`src/rtl/fetch_inflight_tracker.sv`:
```
// Multi-entry in-flight tracker for instruction-fetch requests: holds up to DEPTH
// requests in issue order and presents the head to decode when its data beat returns.
module fetch_inflight_tracker #(
   parameter int               DEPTH       = 4,
   parameter int               VA_W        = 32,
   parameter int               PAYLOAD_W   = 256,
   parameter int               EXC_W       = 5,
   parameter logic [EXC_W-1:0] NO_EXC_CODE = 5'h1F
) (
   input  logic                         clk,
   input  logic                         rst,
   input  logic                         enq_valid_i,
   input  logic [VA_W-1:0]              enq_vaddr_i,
   input  logic [PAYLOAD_W-1:0]         enq_payload_i,
   input  logic                         enq_has_exc_i,
   input  logic [EXC_W-1:0]             enq_exc_code_i,
   input  logic                         enq_canceled_i,
   input  logic                         mmu_has_exc_i,
   input  logic [EXC_W-1:0]             mmu_exc_code_i,
   input  logic                         mmu_is_refill_i,
   input  logic                         cancel_i,
   input  logic                         data_ok_i,
   output logic                         allowin_o,
   output logic                         deq_valid_o,
   output logic [VA_W-1:0]              deq_vaddr_o,
   output logic [PAYLOAD_W-1:0]         deq_payload_o,
   output logic                         deq_has_exc_o,
   output logic [EXC_W-1:0]             deq_exc_code_o,
   output logic                         deq_is_refill_o,
   output logic [$clog2(DEPTH+1)-1:0]   count_o,
   output logic                         spurious_o
);

   localparam int               PTR_W   = $clog2(DEPTH);
   localparam int               CNT_W   = $clog2(DEPTH + 1);
   localparam logic [CNT_W-1:0] DEPTH_C = CNT_W'(DEPTH);

   typedef struct packed {
      logic [VA_W-1:0]      vaddr;
      logic [PAYLOAD_W-1:0] payload;
      logic                 has_exc;
      logic [EXC_W-1:0]     exc_code;
      logic                 is_refill;
      logic                 canceled;
   } entry_t;

   localparam entry_t ENTRY_RST = '{vaddr: '0, payload: '0, has_exc: 1'b0,
                                    exc_code: NO_EXC_CODE, is_refill: 1'b0, canceled: 1'b0};

   entry_t           entry_q [DEPTH];
   entry_t           entry_d [DEPTH];
   logic [PTR_W-1:0] head_q, head_d;
   logic [PTR_W-1:0] tail_q, tail_d;
   logic [CNT_W-1:0] count_q, count_d;
   logic             push, pop;
   entry_t           new_e;
   entry_t           head_e;

   // NOTE: every combinational output gets a default first (entry_d = entry_q, etc.),
   // so no path through this block can leave a value unassigned and infer a latch.
   always_comb begin
      pop       = data_ok_i && (count_q != '0);
      allowin_o = (count_q < DEPTH_C) || data_ok_i;
      push      = enq_valid_i && allowin_o;

      new_e.vaddr     = enq_vaddr_i;
      new_e.payload   = enq_payload_i;
      new_e.has_exc   = enq_has_exc_i | mmu_has_exc_i;
      new_e.exc_code  = enq_has_exc_i ? enq_exc_code_i
                                      : (mmu_has_exc_i ? mmu_exc_code_i : NO_EXC_CODE);
      new_e.is_refill = !enq_has_exc_i && mmu_has_exc_i && mmu_is_refill_i;
      new_e.canceled  = enq_canceled_i | cancel_i;

      entry_d = entry_q;
      // An entry is occupied when its distance from head is below count; a flush
      // marks all of them, the head being popped included.
      for (int i = 0; i < DEPTH; i++) begin
         if (cancel_i && ({1'b0, PTR_W'(i) - head_q} < count_q)) begin
            entry_d[i].canceled = 1'b1;
         end
      end
      if (push) begin
         entry_d[tail_q] = new_e;
      end

      head_d  = head_q + PTR_W'(pop);
      tail_d  = tail_q + PTR_W'(push);
      count_d = count_q + CNT_W'(push) - CNT_W'(pop);
   end

   always_comb begin
      head_e          = (count_q != '0) ? entry_q[head_q] : ENTRY_RST;
      deq_valid_o     = pop && !head_e.canceled && !cancel_i;
      deq_vaddr_o     = head_e.vaddr;
      deq_payload_o   = head_e.payload;
      deq_has_exc_o   = head_e.has_exc;
      deq_exc_code_o  = head_e.exc_code;
      deq_is_refill_o = head_e.is_refill;
      count_o         = count_q;
      spurious_o      = data_ok_i && (count_q == '0);
   end

   // NOTE: the entry storage is reset along with the pointers so that every field,
   // including exc_code = NO_EXC_CODE, has a defined value straight out of reset.
   always_ff @(posedge clk) begin
      if (!rst) begin
         head_q  <= '0;
         tail_q  <= '0;
         count_q <= '0;
         for (int i = 0; i < DEPTH; i++) begin
            entry_q[i] <= ENTRY_RST;
         end
      end else begin
         head_q  <= head_d;
         tail_q  <= tail_d;
         count_q <= count_d;
         entry_q <= entry_d;
      end
   end

endmodule

```
`config.mk`:
```
export PLATFORM = sky130hd
export DESIGN_NAME = fetch_inflight_tracker
export DESIGN_NICKNAME = d
export VERILOG_FILES = /design/src/rtl/fetch_inflight_tracker.sv
export SDC_FILE = /design/constraint.sdc
export NUM_CORES = 2
export LEC_CHECK = 0
export CORE_MARGIN = 2
export CORE_UTILIZATION = 30
export CTS_BUF_LIST = sky130_fd_sc_hd__clkbuf_8
export DETAILED_ROUTE_END_ITERATION = 6
export GPL_TIMING_DRIVEN = 0
export HOLD_SLACK_MARGIN = 0.02
export PLACE_DENSITY = 0.61
export SLEW_MARGIN = 20
export SYNTH_ARGS = -nofsm -noshare
export SYNTH_HDL_FRONTEND = slang
export SYNTH_SLANG_ARGS = --single-unit
```
`constraint.sdc`:
```
create_clock -name clk -period 2.4 [get_ports clk]
set_clock_uncertainty 0.15 [all_clocks]
set_input_delay 0.36 -clock clk [delete_from_list [all_inputs] [get_ports clk]]
set_output_delay 0.36 -clock clk [all_outputs]
set_load 0.005 [all_outputs]
```
## Word level (Yosys, flattened, before mapping)

Index checks and enable logic that the tools add are counted.
W data, S select, Z words.

- Register bits: 1191
- Output and inout bits: 301
- Input bits: 307

- Add/sub/neg operators: 8
- Bitwise operators: 4
- Mux-type cells: 14
- Magnitude comparators: 8
- Reduce and logical (&&, ||, !) cells: 18

Operators by type and width:

| cell | count |
|---|---|
| $bwmux W1184 | 1 |
| $mux W296 | 4 |
| $mux W889 | 1 |
| $bmux W296 S2 | 1 |
| $demux W296 S2 | 1 |
| $logic_and A1 B1 Y1 | 12 |
| $lt A2 B3 Y1 | 4 |
| $mux W5 | 2 |
| $ge A3 B3 Y1 const B | 2 |
| $not A2 Y3 | 2 |
| $add A2 B1 Y2 | 2 |
| $mux W1 | 4 |
| $sub A1 B2 Y2 const A | 2 |
| $sub A2 B2 Y2 const A | 2 |
| $add A3 B1 Y3 | 1 |
| $logic_not A1 Y1 | 3 |
| $logic_not A3 Y1 | 1 |
| $lt A3 B1 Y1 const B | 1 |
| $lt A3 B3 Y1 const B | 1 |
| $reduce_bool A3 Y1 | 1 |
| $sub A3 B1 Y3 | 1 |
| $or A1 B1 Y1 | 2 |
| $logic_or A1 B1 Y1 | 1 |

## Longest topological paths before layout

- Word-level depth: 8
- Depth in mapped cells: 12
- Mapped depth without buffers: 10

## Least setup slack after synthesis

Ideal clock, no wire load.

- Path kind: reg-to-reg
- Start: register count_q[2] (netlist: count_o[2])
- End: register count_q[2] (netlist: count_o[2])
- Arrival: 2.194 ns
- Cell stages (with the launch flop): 12
- Clock period less this slack: 2.459 ns
- Setup slack: -0.059 ns
- Cells stage by stage: dfxtp_1 > buf_6 > or3_1 > clkbuf_1 > nand2_1 > or2_2 > nand2_1 > ha_1 > fa_1 > xor2_1 > xnor2_1 > and2_1

- Longest elaborated chain between the ends: 5

RTL lines:

| element | RTL line | text |
|---|---|---|
| from (decl) | 54 | `logic [CNT_W-1:0] count_q, count_d;` |
| from (signal assigned) | 116 | `count_q <= count_d;` |
| $lt A3 B3 Y1 | 63 | `allowin_o = (count_q < DEPTH_C) \|\| data_ok_i;` |
| $logic_or A1 B1 Y1 | 63 |  |
| $logic_and A1 B1 Y1 | 64 | `push = enq_valid_i && allowin_o;` |
| $add A3 B1 Y3 | 88 | `count_d = count_q + CNT_W'(push) - CNT_W'(pop);` |
| $sub A3 B1 Y3 * | 88 |  |

Mark *: on every way between the ends. The rest lies on a longest branch, timed or not.
A chain may end at the register's enable or synchronous reset.

## Worst setup path after layout

- Start: register head_q[0]
- End: output port deq_payload_o[112]

- Longest elaborated chain between the ends: 5

RTL lines:

| element | RTL line | text |
|---|---|---|
| from (decl) | 52 | `logic [PTR_W-1:0] head_q, head_d;` |
| from (signal assigned) | 107 | `head_q <= '0;` |
| from (signal assigned) | 114 | `head_q <= head_d;` |
| $not A2 Y3 (implied by the code) | 92 | `head_e = (count_q != '0) ? entry_q[head_q] : ENTRY_RST;` |
| $bmux W296 S2 | 92 |  |
| $mux W296 (implied by the code) (2 in series) | 92 |  |
| $mux W296 | 92 |  |
| to (decl) | 26 | `output logic [PAYLOAD_W-1:0] deq_payload_o,` |

Every way passes these cells. The select of a mux whose other input is x is not followed.

==> results_dict.tcl <==
set metrics [dict create \
    outcome "finished with violations" \
    violations "setup timing" \
    slew-limit-headroom_pct 29.8 \
    cts_buffer_depth 3 \
    grt_pass1_wl_mm 307 \
    layout_common_cells "2344 x nand2_1, 1186 x dfxtp_1, 1051 x a21boi_0, 385 x buf_6, 305 x clkdlybuf4s50_1" \
    final_core_util_pct 43.0 \
    worst_pin_slew_ps 1050 \
    routed_wl_mm 212 \
    ir_drop_v 0.000540 \
    dr.pass1.iters 5 \
    cts.sinks 1191 \
    num_vias 48260 \
    die_w_um 424 \
    grt_use_total_pct 22.6 \
    cp_common_cell "buf_12" \
    crit_path_cell_trace "buf_12, clkbuf_16, buf_12, buf_12, buf_6, mux4_2, and2_4, buf_6" \
    worstPathArrival_ps 2850 \
    postSynthCellCount 5886 \
    p_per_area_nw_per_um2 912 \
    cts_buffers 207 \
    max_stage_delay_ps 550 \
    synthDistinctLibCells 45 \
    syn_nets 6200 \
    htree_levels 4 \
    syn2layout_area_growth_pct 42.7 \
    hold_class "in -> reg" \
    cp.required_ps 1890 \
    hold_viol 0 \
    slowest_stage "mux4_2" \
    final_common_cell "nand2_1" \
    synth-seq-cells 1191 \
    insertion_delay_ps 960 \
    io_pins 608 \
    whs_ps 164 \
    power.leakage_uw 0.0278 \
    remaining_drc_errors 0 \
    fmax_ghz 0.298 \
    wl_per_cell_um 21.7 \
    io_buffers 606 \
    layout-drive-gt1-share_pct 24.6 \
    reg2reg_slack_ps -130 \
    dp_hpwl_mm 141 \
    crit_fanout 7 \
    drt_iter0_markers 3519 \
    rsz0062_at_grt "true" \
    cts_root_buffer "clkbuf_8" \
    ys.flop_type "dfxtp_1" \
    setup_viol 610 \
    synth_edf_count 0 \
    grt_pass1_vias 48603 \
    crit_path_end_kind "primary output" \
    yosys_warnings 0 \
    drv_slew 0 \
    ys_seq_area_share_pct 45.0 \
    worst_slack_ps -957 \
    fin_crit_sh_pct 140 \
    path_class "reg -> out" \
    die_area_um2 180000 \
    synth_area_per_cell_um2 9.01 \
    cts_tree "yes" \
    rows 154 \
    grt_start_max_net_pins 17 \
    syn-cell-area_um2 53000 \
    finalCriticalPeriod_ps 3360 \
    postSynth.asyncResetShare_pct 0 \
    n_fill_cell 16917 \
    antenna_found_initial 53 \
    finalPower_uw 69000 \
    die_h_um 424 \
    fp.coreArea_um2 176000 \
    gp_congestion 0.886 \
    antenna_left 0 \
    start_util_pct 30.1 \
    nets 7561 \
    overflow 0 \
    drt-vias-per-instance 4.93 \
    startpoint_type "flop" \
    drv_cap 0 \
    clk_pin_slew_ps 60 \
]
cell usage after synthesis (9+ instances only):
library cell	instances	area, µm²
nand2_1	2346	8810
dfxtp_1	1191	23800
a21boi_0	1051	7890
and2_1	299	1870
mux4_2	292	6580
clkbuf_1	242	908
buf_2	185	926
a21boi_1	105	788
buf_6	26	293
buf_4	22	165
buf_1	16	60.1
o211ai_1	15	113
nor3_1	10	50.1
nand3_1	9	45.0
metrics by stage:
stage,cell area [µm²],setup WS [ps],TNS [ps],cells
floorplan,53000,16.4,0,5886
global placement,62000,-1810,-1295330,8832
detailed placement,62100,-1690,-1251000,8834
CTS,74200,-1110,-306560,9697
global route,75600,-1050,-365800,9788
finish,75600,-957,-259450,9797
routing by layer:
layer	share of wire, %	vias to the layer above	global-route usage [%]
met5	0.043	-	0
met4	5.8	16	13.0
met3	5.5	474	3.81
met2	49	1722	38.5
met1	39	23619	26.8
li1	-	22429	-
final cells by class:
| type | instances | area [µm²] | area share (%) |
|---|---|---|---|
| antenna | 45 | 113 | 0.149 |
| buffer | 484 | 3860 | 5.11 |
| clock buffer | 258 | 3550 | 4.69 |
| clock inverter | 116 | 733 | 0.969 |
| inverter | 5 | 21.3 | 0.0281 |
| multi-input combinational | 4191 | 27600 | 36.4 |
| sequential | 1191 | 23900 | 31.5 |
| tap | 2340 | 2930 | 3.87 |
| timing repair buffer | 1167 | 13000 | 17.2 |
critical path: cells and delay by family (launching register included):
family | cells | cell delay [ps]
DFF | 1 | 390
buffers and inverters | 6 | 750
and+or+nand+nor | 1 | 170
muxes | 1 | 550
registers in the layout, summed over array words and instances (netlist names):
| register | cells |
|---|---|
| tail_q | 2 |
| head_q | 2 |
| count_o | 3 |
| entry_q | 1184 |
timing repair:
action	4_1_cts	5_1_grt
gates cloned	47	19
pin swaps	158	161
hold buffers	291	0
endpoints found under the hold margin	1164	0
setup endpoints to repair	1308	1351
gates resized for setup	2237	322
setup buffers	157	73
kinds of logic after synthesis:
group                      Yosys count  synth area share [%]
and+or+nand+nor                   2690                  20.7
buffers and inverters              504                  4.68
xor gates and xnor gates             5                0.0826
DFF                               1191                  45.0
adders and majority gates            7                 0.179
AOI/OAI and AO/OA                 1197                  17.0
muxes                              292                  12.4
path summary, 6_finish.rpt:
check                           cells past startpoint                  to         startpoint
worst max register to register                     10          count_o[2]         count_o[1]
worst max-delay path                                8  deq_payload_o[112]          head_q[0]
worst min register to register                      2       entry_q[1140]      entry_q[1140]
worst min-delay path                                3        entry_q[894]  mmu_exc_code_i[4]
where the power goes:
part           leakage, µW  internal (µW)  total, µW  switching, µW
clock              0.00248          10300      19300           9040
combinational       0.0157          15300      27900          12600
sequential         0.00966          21100      21800            700
total               0.0278          46700      69000          22300
No activity file was read; power rests on OpenSTA's default activity.
